**config.mk**
```make
export PLATFORM = sky130hd
export DESIGN_NAME = instr_fetch_unit
export DESIGN_NICKNAME = d
export VERILOG_FILES = /design/src/rtl/fetch_pkg.sv /design/src/rtl/fetch_fifo.sv /design/src/rtl/instr_fetch_unit.sv
export SDC_FILE = /design/constraint.sdc
export NUM_CORES = 1
export LEC_CHECK = 0
export CAP_MARGIN = 40
export CELL_PAD_IN_SITES_DETAIL_PLACEMENT = 1
export CELL_PAD_IN_SITES_GLOBAL_PLACEMENT = 1
export CORE_ASPECT_RATIO = 1.1
export CORE_MARGIN = 1
export CORE_UTILIZATION = 43
export DETAILED_ROUTE_END_ITERATION = 12
export PLACE_DENSITY = 0.91
export SYNTH_ARGS = -nofsm -noshare
export SYNTH_HDL_FRONTEND = slang
export SYNTH_HIERARCHICAL = 1
export SYNTH_SLANG_ARGS = --single-unit
```
**constraint.sdc**
```tcl
create_clock -name clk_i -period 22.6 [get_ports clk_i]
set_input_delay 6.78 -clock clk_i [delete_from_list [all_inputs] [get_ports clk_i]]
set_output_delay 6.78 -clock clk_i [all_outputs]
set_load 0.1 [all_outputs]
```
**src/rtl/fetch_pkg.sv**
```systemverilog
// Shared types and constants for the instruction fetch unit.
// The ROM window is [RESET_PC, ROM_LAST]; anything outside it is a fetch fault.
package fetch_pkg;

  localparam int XLEN        = 32;
  localparam int ROM_BYTES   = 4096;
  localparam int INSTR_BYTES = 4;

  localparam logic [XLEN-1:0] RESET_PC = 32'hBFC0_0000;
  localparam logic [XLEN-1:0] ROM_LAST = RESET_PC + XLEN'(ROM_BYTES - INSTR_BYTES);

  typedef struct packed {
    logic [XLEN-1:0] pc;
    logic [XLEN-1:0] instr;
  } fetch_entry_t;

  function automatic logic in_rom_range(input logic [XLEN-1:0] addr);
    return (addr >= RESET_PC) && (addr <= ROM_LAST);
  endfunction

endpackage

```
**src/rtl/fetch_fifo.sv**
```systemverilog
// Small synchronous FIFO of {pc, instr} pairs between the fetch PC and decode.
// The head is read straight from storage, so a pushed entry is visible one edge later.
module fetch_fifo
  import fetch_pkg::*;
#(
  parameter int DEPTH = 2
) (
  input  logic         clk_i,
  input  logic         rst_n_i,
  input  logic         flush_i,
  input  logic         push_i,
  input  fetch_entry_t entry_i,
  input  logic         pop_i,
  output fetch_entry_t head_o,
  output logic         full_o,
  output logic         empty_o
);

  localparam int AW = (DEPTH > 1) ? $clog2(DEPTH) : 1;
  localparam int CW = AW + 1;

  fetch_entry_t    mem [DEPTH];
  logic [AW-1:0]   rd_ptr;
  logic [AW-1:0]   wr_ptr;
  logic [CW-1:0]   count;
  logic            do_push;
  logic            do_pop;

  assign full_o  = (count == CW'(DEPTH));
  assign empty_o = (count == '0);

  // A flush cancels both sides of the handshake in that cycle.
  assign do_pop  = pop_i & ~empty_o & ~flush_i;
  assign do_push = push_i & ~flush_i & (~full_o | do_pop);

  always_ff @(posedge clk_i) begin
    if (!rst_n_i || flush_i) begin
      rd_ptr <= '0;
      wr_ptr <= '0;
      count  <= '0;
    end else begin
      if (do_push) wr_ptr <= wr_ptr + 1'b1;
      if (do_pop)  rd_ptr <= rd_ptr + 1'b1;
      case ({do_push, do_pop})
        2'b10:   count <= count + 1'b1;
        2'b01:   count <= count - 1'b1;
        default: count <= count;
      endcase
    end
  end

  always_ff @(posedge clk_i) begin
    if (do_push) mem[wr_ptr] <= entry_i;
  end

  assign head_o = mem[rd_ptr];

endmodule

```
**src/rtl/instr_fetch_unit.sv**
```systemverilog
// Instruction fetch: owns the fetch PC, reads the ROM combinationally and buffers
// {pc, instr} pairs for decode. Redirects flush the buffer; bad PCs raise a sticky fault.
module instr_fetch_unit
  import fetch_pkg::*;
#(
  parameter int FIFO_DEPTH = 2
) (
  input  logic            clk_i,
  input  logic            rst_n_i,
  output logic [XLEN-1:0] imem_addr_o,
  input  logic [XLEN-1:0] imem_rdata_i,
  input  logic            redirect_i,
  input  logic [XLEN-1:0] redirect_pc_i,
  output logic            instr_valid_o,
  output logic [XLEN-1:0] instr_o,
  output logic [XLEN-1:0] instr_pc_o,
  input  logic            instr_ready_i,
  output logic            fault_o
);

  logic [XLEN-1:0] fetch_pc;
  logic            fault_q;
  logic            pc_bad;
  logic            pop;
  logic            push;
  logic            fifo_full;
  logic            fifo_empty;
  fetch_entry_t    head;
  fetch_entry_t    entry_in;

  assign pc_bad = (fetch_pc[1:0] != 2'b00) || !in_rom_range(fetch_pc);

  // Redirect wins: a head shown in the redirect cycle is never consumed.
  assign pop  = instr_valid_o & instr_ready_i & ~redirect_i;
  assign push = ~redirect_i & ~fault_q & ~pc_bad & (~fifo_full | pop);

  assign entry_in = '{pc: fetch_pc, instr: imem_rdata_i};

  fetch_fifo #(
    .DEPTH (FIFO_DEPTH)
  ) u_fifo (
    .clk_i   (clk_i),
    .rst_n_i (rst_n_i),
    .flush_i (redirect_i),
    .push_i  (push),
    .entry_i (entry_in),
    .pop_i   (pop),
    .head_o  (head),
    .full_o  (fifo_full),
    .empty_o (fifo_empty)
  );

  // Once faulted the PC is frozen; only reset recovers, redirects just flush.
  always_ff @(posedge clk_i) begin
    if (!rst_n_i) begin
      fetch_pc <= RESET_PC;
      fault_q  <= 1'b0;
    end else if (redirect_i) begin
      if (!fault_q) fetch_pc <= redirect_pc_i;
    end else begin
      if (push)   fetch_pc <= fetch_pc + XLEN'(INSTR_BYTES);
      if (pc_bad) fault_q  <= 1'b1;
    end
  end

  assign imem_addr_o   = fetch_pc;
  assign fault_o       = fault_q;
  assign instr_valid_o = ~fifo_empty;
  assign instr_o       = fifo_empty ? '0 : head.instr;
  assign instr_pc_o    = fifo_empty ? '0 : head.pc;

endmodule
```
== Word-level counts from Yosys, hierarchy flattened ==
Memory sizes are Yosys's and may differ from the RTL's. A register that Yosys moved wholly into a read port is not among the register bits.
Index checks and enable logic that the tools add are counted.
Storage, ports and cells
  bits in registers: 37
  memory bits (writable): 128
  input port bits: 68
  output and inout port bits: 98
  logic and storage cells: 54
  memories: 1
Cells by class
  add/subtract/negate cells: 5
  order comparisons: 2
  equality and inequality tests: 4
  muxes and demuxes: 10
  bitwise logic cells: 16
  reductions and logical operators: 11
Memories
  u_fifo.mem: depth 2, width 64, rd ports 1, clocked after Yosys merged registers in 1, write ports 1, RTL line fetch_fifo.sv:22  | fetch_entry_t mem [DEPTH];
Operators by type and width (count)
  32-bit two-way mux: 5
  32-bit by 3-bit adder with 32-bit output, second input constant: 1
  32-bit greater-or-equal comparator, second input constant: 1
  32-bit less-or-equal comparator, second input constant: 1
  1-bit AND: 9
  2-bit nonzero test: 3
  1-bit NOT: 5
  2-bit equality test, second input constant: 2
  1-bit two-way mux: 4
  2-bit one-hot mux with 2 select lines: 1
  2-bit AND reduction: 2
  1-bit adder, second input constant: 2
  2-bit by 1-bit adder with 2-bit output, second input constant: 1
  2-bit by 1-bit equality test with 1-bit output, second input constant: 1
  1-bit logical NOT: 2
  2-bit logical NOT: 1
  1-bit logical OR: 2
  2-bit inequality test, second input constant: 1
  1-bit OR: 2
  2-bit by 1-bit subtractor with 2-bit output, second input constant: 1
  1-bit logical AND: 1

== Depth between registers and ports, before layout ==
Gate-level depths: netlist of the first run.
  word-level depth: 11
  gate-level depth with buffers: 8
  gate-level depth less buffers: 7

== Hierarchy ==
Netlist of the first run, hierarchy kept.
By module, submodules not included
  fetch_fifo: times used 1, cells an instance 230, area an instance 4869.7 um^2, sequential area each 3943.8 um^2
  instr_fetch_unit: times used 1, cells an instance 302, area an instance 2244.7 um^2, sequential area each 660.6 um^2

== Worst setup path before layout of the first run ==
No wires, ideal clock.
  kind: in2reg
  from: in redirect_i
  to: mem u_fifo/mem[1][0] (netlist bit), enable pin
  library setup time: 0.578 ns
  data arrival time: 12.411 ns
  required time: 22.022 ns
  path slack: 9.612 ns
  stages on the path: 6
  buffers on the path: 3
  cell sequence: buf_2 -> buf_2 -> clkbuf_1 -> nor2_1 -> nor3b_4 -> nor3b_1
On the way
  word-level cells in the longest chain between the ends: 8
  elaborated cells between the ends (all ways): 13
  those cells by class: mux: 2; bitwise: 11
RTL lines
  from (decl): RTL line instr_fetch_unit.sv:12  | input logic redirect_i,
  1-bit NOT (no line) (*)
  1-bit AND (*): RTL line instr_fetch_unit.sv:34  | assign pop = instr_valid_o & instr_ready_i & ~redirect_i;
  named net pop: RTL line instr_fetch_unit.sv:24  | logic pop;
  1-bit OR / 1-bit AND (equally long branches): RTL line instr_fetch_unit.sv:35, fetch_fifo.sv:33
  1-bit AND, on equally long branches: RTL line instr_fetch_unit.sv:35, fetch_fifo.sv:33
  1-bit AND / 1-bit OR (equally long branches): RTL line fetch_fifo.sv:34  | assign do_push = push_i & ~flush_i & (~full_o | do_pop);
  1-bit AND (*): RTL line fetch_fifo.sv:34
  1-bit two-way mux (*): RTL line fetch_fifo.sv:53  | if (do_push) mem[wr_ptr] <= entry_i;
  1-bit two-way mux (implied by the code) (*): RTL line fetch_fifo.sv:53
  to (decl): RTL line fetch_fifo.sv:22
Mark *: on every way through the listed nets, which the timed path passes. The rest lies on a longest branch.

==> results.md, run 1 <==
- Worst-Margin Slew: 0.971 ns
- Initial Util: 0.447
- Simple-gate share of the synthesized area: 0.142
- RSZ-0062 raised after global routing: false
- First-pass GRT wire length: 42900 um
- Overall die height: ~140 um
- Minimum clock period: between 9 and 10 ns
- PD cells: roughly 67 nW/um^2
- Synth top area cells: edfxtp_1 (54%), dfxtp_1 (11%), mux2_2 (10%)
- Site Rows: 48
- Total GRT Usage: 0.352
- Vias/cell: 6.03
- CP max FO: 39
- Die width: around 120 um
- Core box area: 15900 um^2
- Combinational family with the most area after synthesis: simple AND/OR/NAND/NOR gates
- Synth cell types: 61
- Status: finished clean
- Max Cap Viol: 0
- Setup TNS: 0 ns
- Final setup fails: 0
- Post-synthesis mux area share: 0.104
- Hold Buf Count CTS: 0
- H-tree depth: 4
- Antenna-violating nets left: 0
- Vias in the first global route: 6264
- Cell area after synthesis: 7110 um^2
- VDD IR max: a little under 0.00006 V
- Initial antenna violation count: 1
- Fin area: 11200 um^2
- Post-synthesis xor/xnor area fraction: 0.00246
- DR vias: 6053
- Post-synth EDFFs: roughly 130
- Top_reg_cell synth: edfxtp_1
- Drt drc: 0
- Post-Syn Nets: 602
- Crit path kind: register to output port
- Post-CTS Setup Inserts: 0
- Startpoint Class: register
- Static leakage: 3.93 nW
- Final Hold Vio Count: 0
- Asr flop ratio synth: 0
- Synthesized flop and latch total: 166
- Largest area contributor in the netlist: edfxtp_1
- Post-layout util: 0.705
- Crit path arrival time: roughly 3.2 ns
- Most common cell after layout, fill and taps aside: clkdlybuf4s50_1
- Place WS: 12.61 ns
- Nets@finish: 861
- Synth Area in Compound Gates: 0.0760
- CTS sink cnt: 166
- Mean post-synth cell area: 13.4 um^2
- Share of cells above drive strength 1: 0.267
- Sequential-to-total area share from yosys stat: 0.647
- WL final: 29600 um
- Synth Area in Adders: 0.00352
- Layout area overhead: 57.8%
- Fillers: 1413
- DRT iter0 DRCs: 754
- Yosys warns: 6
- DIE AREA: ~17000 um^2
- Drt pass-1 iters: 6
- Wirelength per Cell: 29.5 um
- Hold Path Class: register to register
- Routability congestion estimate: 0.829
- I/O Pins: between 150 and 200
- Setup ws final: 12.61 ns
- Clock Latency Late Sink: 0.44 ns
- Clock buffer count from CTS: 17
- Final worst-path cycle share: 0.442
- Critical Path RT: 15.82 ns
- DP Area: approximately 11000 um^2
- Slew HR: 0.351
- Pin count of the biggest net entering global routing: 43
- Most frequent cells in the layout: clkdlybuf4s50_1 (165), edfxtp_1 (128), buf_8 (80)
- Max-slew violations: 0
- CTS max path bufs: 2
- Clock slew at reported path FFs: 0.07 ns
- Resized Gates After CTS: 0
- CTS tree: yes
- Clock Skew: approximately 0.014 ns
- HPWL after DPL: around 18000 um
- Mapped Cells: roughly 530
- Share of the synthesized area in the top cell type: 0.540
- Critical path endpoint category: output port
- Overflow left after global routing: 0
- Clock root cell: clkbuf_16
- IO Port Bufs: 165
- Fmax: 100 MHz
-- where the power goes --
part	internal (W)	switching [W]
Clock	0.000155	0.000140
Combinational	0.0000433	0.0000697
Sequential	0.000334	0.0000107
-- logic make-up after synthesis --
group | count (synthesis)
xor gates and xnor gates | 2
buffers and inverters | 39
DFF | 166
and+or+nand+nor | 174
AOI/OAI and AO/OA | 83
adders and majority gates | 2
muxes | 66
-- critical path: stages (launching register included) --
cell and delay [ns]:
dfxtp_2 0.79, buf_4 0.58, mux2_2 0.41, nor2b_1 0.16, clkdlybuf4s50_1 0.56, buf_16 0.22
-- layout make-up --
type / count / area [um^2] / share of cell area
antenna: 1 / 2.50 / 0.000223
clock buffer: 17 / 425 / 0.0379
clock inverter: 14 / 141 / 0.0126
inverter: 9 / 33.8 / 0.00301
multi-input combinational: 327 / 2340 / 0.209
sequential: 166 / 4610 / 0.410
tap: 200 / 250 / 0.0223
timing repair buffer: 270 / 3420 / 0.305
-- cell usage after synthesis, types with 2 or more instances --
library cell and count:
a21oi_1 25, edfxtp_1 128, o31ai_1 5, nand4_1 4
nor3b_1 2, nor2_1 20, buf_1 2, o41ai_1 2
nand2_1 33, a31o_1 2, inv_1 8, o22ai_1 2
buf_2 11, nor3_1 4, xor2_1 2, mux2_2 64
dfxtp_1 38, nor2b_1 65, o21ai_1 12, and3_1 4
nand3_1 15, nand2b_1 5, mux2i_1 2, clkbuf_1 14
a32o_1 2, a32oi_1 2, o21ai_0 11, a31oi_1 4
or3_1 7, nor4_1 2, ha_1 2, nand4b_1 2
a211oi_1 2, buf_6 2
-- per-stage QoR --
step	hold WS (ns)	power (W)	std cells
floorplan	0.458	0.000403	532
global placement	0.471	0.000432	873
detailed placement	0.516	0.000458	972
CTS	0.516	0.000752	1003
global route	0.552	0.000767	1003
finish	0.542	0.000753	1004
-- per-layer routing --
| layer | track usage | wire length (um) | up-vias |
|---|---|---|---|
| met4 | 0.153 | 1180 | 0 |
| met1 | 0.414 | 10800 | 2976 |
| li1 | - | - | 2491 |
| met5 | 0 | 0 | - |
| met2 | 0.617 | 15100 | 485 |
| met3 | 0.0848 | 2550 | 101 |
-- registers in the layout (all words and copies together), names as in the netlist, named ones only --
signal and flops:
u_fifo/mem 128, imem_addr_o 32, u_fifo/count 2, fault_o 1, u_fifo/rd_ptr 1, u_fifo/wr_ptr 1
-- final timing paths --
check	start	end	slack, ns	cells after the start
max	register	instr_pc_o[21]	12.61	5
min	imem_addr_o[25]	u_fifo/mem[0][57]	0.54	0
max reg2reg	imem_addr_o[20]	u_fifo/mem[0][35]	18.61	7
min reg2reg	imem_addr_o[25]	u_fifo/mem[0][57]	0.54	0
Power figures use the tool's default switching activity.
==> run 2, diff against run 1 <==
Settings changed: CORE_UTILIZATION 43 to 36, PLACE_DENSITY 0.91 to 0.82.
Clock period 22.6 ns to 8.5 ns, I/O delays scaled along.
==> run 2 against run 1 <==
Power rose to 2.7 times the previous value. Final area up 0.91%. Non-clock buffer count did not move. First-iteration DRC count shrank 56%. Core utilization fell by 12 points. Sequential share of layout area down 0.37 points. Global-route usage down 13 points. Worst hold slack got worse by 0.014 ns. Die area up 19%. Sequential power grew to 2.6 times the previous value.
==> results.md, run 2 (same netlist as run 1, synthesis figures left out) <==
- Status: finished clean
- Clock root cell: clkbuf_16
- CTS max path bufs: 2 (unchanged)
- Hold Buf Count CTS: 0 (unchanged)
- Antenna-violating nets left: 0 (unchanged)
- Critical Path RT: 5.95 ns (-9.87 ns)
- Drt drc: 0 (unchanged)
- Total design power: 0.00201 W (+170%)
- Max reg flops: 128 (unchanged)
- Fin cells: 1051 (+4.7%)
- Drt pass-1 iters: 5 (-1)
- Max Cap Viol: 0 (unchanged)
- Initial Util: 0.370 (-0.0771)
- Static leakage: 3.94 nW (+0.38%)
- DIE AREA: 20300 um^2 (+19%)
- Wirelength per Cell: 20.6 um (-30%)
- Share of cells above drive strength 1: 0.267 (unchanged)
- Crit path arrival time: 3.13 ns (-0.08 ns)
- Fmax: 176 MHz
- Worst-Margin Slew: 0.886 ns (-0.0845 ns)
- Die width: 136 um (+9.1%)
- CTS tree: yes
- CP max FO: 33 (-15%)
- Most frequent cells in the layout: clkdlybuf4s50_1 (165), edfxtp_1 (128), buf_8 (80)
- Clock Latency Late Sink: 0.43 ns (about the same)
- Crit path kind: register to output port
- Core box area: 19200 um^2 (+21%)
- Crit path max-delay family: buffers and inverters
- RSZ-0062 raised after global routing: false
- Vias/cell: 5.04 (-16%)
- DP Area: 10700 um^2 (+0.42%)
- VDD IR max: 0.000126 V (+110%)
- Startpoint Class: register
- Minimum clock period: roughly 5.7 ns
- Routability congestion estimate: 0.803 (-3.1%)
- Site Rows: 53 (+10%)
- Nets@finish: 861 (unchanged)
- WL final: 21600 um (-27%)
- IO Port Bufs: 165 (unchanged)
- Final Hold Vio Count: 0 (unchanged)
- Overflow left after global routing: 0 (unchanged)
- Layout area overhead: 59.2%
- Slowest-stage cell, CP: dfxtp_2
- Slew HR: 0.407 (+0.0565)
- Clock Skew: 0.0118 ns (-0.00224 ns)
- Largest register by flop count: u_fifo/mem
- PD cells: 177 nW/um^2 (+160%)
- DR vias: 5294 (-13%)
- Critical path endpoint category: output port
- Resized Gates After CTS: 0 (unchanged)
- Worst path cell trace: buf_4, mux2_2, nor2b_1, clkdlybuf4s50_1, buf_16
- Most common cell after layout, fill and taps aside: clkdlybuf4s50_1
- Initial antenna violation count: 1 (unchanged)
- Hold Path Class: register to register
- Placed Instances: 1019 (+4.8%)
- Bufs and invs on worst path: 3 (unchanged)
- Post-CTS Setup Inserts: 0 (unchanged)
- Overall die height: 149 um (+9.2%)
- DRT iter0 DRCs: 329 (-56%)
- First-pass GRT wire length: 33200 um (-23%)
- Critical Path Max Stage Delay: 0.85 ns (+0.06 ns)
- Final worst-path cycle share: 0.669
- Fin area: 11300 um^2 (+0.91%)
- Total GRT Usage: 0.221 (-0.131)
- Clock buffer count from CTS: 17 (unchanged)
- Pin count of the biggest net entering global routing: 48 (+12%)
- Setup TNS: 0 ns (unchanged)
- Max-slew violations: 0 (unchanged)
- Vias in the first global route: 5782 (-7.7%)
- Final setup fails: 0 (unchanged)
- HPWL after DPL: 15600 um (-11%)
- CTS sink cnt: 166 (unchanged)
- H-tree depth: 4 (unchanged)
- I/O Pins: 166 (unchanged)
- Clock slew at reported path FFs: 0.06 ns (about the same)
[run 2: worst reg2reg max path, stage by stage (launching register included)]
cell,delay [ns]
dfxtp_1,0.54
nor2_4,0.18
buf_4,0.32
nand2b_1,0.28
a211oi_1,0.25
and3_1,0.29
nand2b_1,0.16
or3_1,0.41
inv_2,0.50
buf_4,0.58
[run 2: layout make-up]
class	count	area, um^2
tap	247	309
fill	1832	7910
inverter	9	33.8
antenna	1	2.50
timing repair buffer	270	3400
sequential	166	4610
clock buffer	17	425
multi-input combinational	327	2350
clock inverter	14	199
[run 2: path summary, 6_finish.rpt]
kind                        start                 to  slack, ns  cells after the start
setup / recovery         register      instr_pc_o[3]       2.82                      5
hold / removal      u_fifo/wr_ptr      u_fifo/wr_ptr       0.53                      2
setup reg to reg  u_fifo/count[0]  u_fifo/mem[0][35]       4.61                      9
hold reg to reg     u_fifo/wr_ptr      u_fifo/wr_ptr       0.53                      2
[run 2: layer usage]
metal,vias to the layer above,wire (um),track usage
li1,2494,-,-
met4,0,284,0.0656
met1,2620,8550,0.259
met2,159,11800,0.400
met5,-,0,0
met3,21,973,0.0488
[run 2: report_power, final]
part | leakage (nW) | internal [W] | switching (W)
logic | 2.17 | 0.000116 | 0.000168
registers | 1.48 | 0.000889 | 0.0000238
clock network | 0.294 | 0.000493 | 0.000316
[run 2: per-stage QoR]
stage / util / setup WS (ns) / hold WS (ns)
after floorplan: - / 2.01 / 0.457
after global placement: 0.468 / 2.85 / 0.476
after detailed placement: 0.556 / 2.71 / 0.508
after CTS: 0.589 / 2.78 / 0.520
after global routing: 0.589 / 2.68 / 0.540
final: 0.589 / 2.82 / 0.527
==> run 3, diff against run 2 <==
Clock period 8.5 ns to 5 ns, I/O delays scaled along.
==> run 3 against run 2 <==
Clock skew fell by 0.00086 ns. Routed wire length fell by 5.8%. Worst hold slack got worse by 0.018 ns. Power rose by 70%. First-iteration DRC count fell by 4.0%. Die area did not move. Clock power rose by 72%. Global-route usage fell by 1.5 points. Critical endpoint is now instr_pc_o[14].
==> results.md, run 3 (same netlist as run 1, synthesis figures left out) <==
- Status: finished clean
- Setup TNS: 0 ns (unchanged)
- Fmax: around 260 MHz
- Die width: 136 um (unchanged)
- Core box area: 19200 um^2 (unchanged)
- Site Rows: 53 (unchanged)
- Antenna-violating nets left: 0 (unchanged)
- Hold Buf Count CTS: 0 (unchanged)
- Highest metal used: met4
- Pin count of the biggest net entering global routing: 61 (+27%)
- PD cells: 334 nW/um^2 (+89%)
- Final worst-path cycle share: 0.764
- Clock Latency Late Sink: 0.43 ns (about the same)
- Setup ws final: 1.18 ns (-1.64 ns)
- CTS tree: yes
- Overall die height: 149 um (unchanged)
- Drt drc: 0 (unchanged)
- Initial antenna violation count: 0 (-1)
- Crit path kind: register to output port
- Clock Skew: 0.0110 ns (-0.000861 ns)
- Hold Path Class: register to register
- Fillers: 1933 (+5.5%)
- M1 WL: 8160 um (-4.6%)
- Crit path arrival time: 2.32 ns (-0.81 ns)
- Multi-input gate area: 2350 um^2 (unchanged)
- Drt pass-1 iters: 4 (-1)
- R2R depth: 9 (unchanged)
- Post-CTS Setup Inserts: 0 (unchanged)
- Most frequent cells in the layout: edfxtp_1 (128), clkdlybuf4s50_1 (101), buf_4 (69)
- DR vias: 5152 (-2.7%)
- Most common cell after layout, fill and taps aside: edfxtp_1
- VDD IR max: 0.000238 V (+89%)
- Hold path cells: 2 (unchanged)
- Initial Util: 0.370 (unchanged)
- Place WS: 0.813 ns (-1.90 ns)
- Vias/cell: 5.21 (+3.5%)
- Ant diodes: 0 (-1)
- FF+latch area: 4610 um^2 (about the same)
- Clock root cell: clkbuf_16
- Critical path endpoint category: output port
- Startpoint Class: register
- Wirelength per Cell: 20.6 um (+0.22%)
- Resized Gates After CTS: 0 (unchanged)
- CP max FO: 48 (+45%)
- Final setup fails: 0 (unchanged)
- Max reg flops: 128 (unchanged)
- Total GRT Usage: 0.206 (-0.0148)
- DRT iter0 DRCs: 316 (-4.0%)
- I/O Pins: 166 (unchanged)
- H-tree depth: 4 (unchanged)
- Wire length on met3: 1100 um (+13%)
- Max Cap Viol: 0 (unchanged)
- Final Hold Vio Count: 0 (unchanged)
- DIE AREA: 20300 um^2 (unchanged)
- Largest register by flop count: u_fifo/mem
- Max-slew violations: 0 (unchanged)
- Nets@finish: 798 (-7.3%)
- Static leakage: 3.61 nW (-8.4%)
- Worst-Margin Slew: 0.821 ns (-0.0654 ns)
- Share of cells above drive strength 1: 0.290 (+0.0236)
- Clock slew at reported path FFs: 0.06 ns (about the same)
- Clock buffer count from CTS: 17 (unchanged)
- HPWL after DPL: 14000 um (-10%)
- IO Port Bufs: 165 (unchanged)
- Routability congestion estimate: 0.835 (+4.1%)
- Slew HR: 0.449 (+0.0413)
- Minimum clock period: approximately 3.8 ns
- First-pass GRT wire length: 30900 um (-6.8%)
- CTS sink cnt: 166 (unchanged)
- Critical Path RT: 3.50 ns (-2.45 ns)
- RSZ-0062 raised after global routing: false
- Met2 Routed Length: 10600 um (-10%)
- Layout area overhead: 43.3%
- Vias in the first global route: 5500 (-4.9%)
- Overflow left after global routing: 0 (unchanged)
- CTS max path bufs: 2 (unchanged)
- WL final: 20400 um (-5.8%)
run 3: changes by cell type in the layout (fill, tap and decap cells not counted):
cell / delta
dfxtp_4: +1
clkinv_2: +1
diode_2: -1
clkdlybuf4s50_1: -64
buf_8: -59
clkinv_4: -2
clkinv_1: +1
buf_12: +2
buf_16: -4
dfxtp_2: -1
inv_6: +1
buf_4: +62
run 3: worst max-delay path, cell delays in order, from the launching register on:
cell and delay [ns]:
dfxtp_1 0.42, nor2_4 0.49, buf_4 0.56, nor2b_1 0.13, buf_4 0.26
run 3: area by class of cell:
cell class              count  area share
flip-flops and latches    166       0.452
multi-input cells         327       0.230
repair buffers            207       0.223
clock buffers              17      0.0417
well taps                 247      0.0303
clock inverters            15      0.0195
inverters                   9     0.00331
run 3: through the flow:
step	std cells	total power (W)	util	hold slack (ns)	instance area, um^2
floorplan	532	0.00182	-	0.463	7130
global placement	921	0.00196	0.461	0.488	8870
detailed placement	956	0.00204	0.498	0.503	9570
CTS	988	0.00343	0.530	0.515	10200
global route	988	0.00350	0.530	0.549	10200
finish	988	0.00341	0.530	0.509	10200
run 3: path summary, 6_finish.rpt:
check / startpoint / endpoint / slack, ns
worst min-delay path: u_fifo/wr_ptr / u_fifo/wr_ptr / 0.51
worst max register to register: u_fifo/count[0] / u_fifo/mem[0][43] / 1.55
worst max-delay path: u_fifo/count[0] / instr_pc_o[14] / 1.18
worst min register to register: u_fifo/wr_ptr / u_fifo/wr_ptr / 0.51
run 3: layer usage:
layer | vias up | GRT usage
li1 | 2368 | -
met1 | 2543 | 0.248
met2 | 207 | 0.358
met3 | 34 | 0.0423
met4 | 0 | 0.0861
met5 | - | 0
run 3: power by group:
group,switching (W),internal (W)
Sequential,0.0000401,0.00151
Combinational,0.000283,0.000183
Clock,0.000550,0.000838
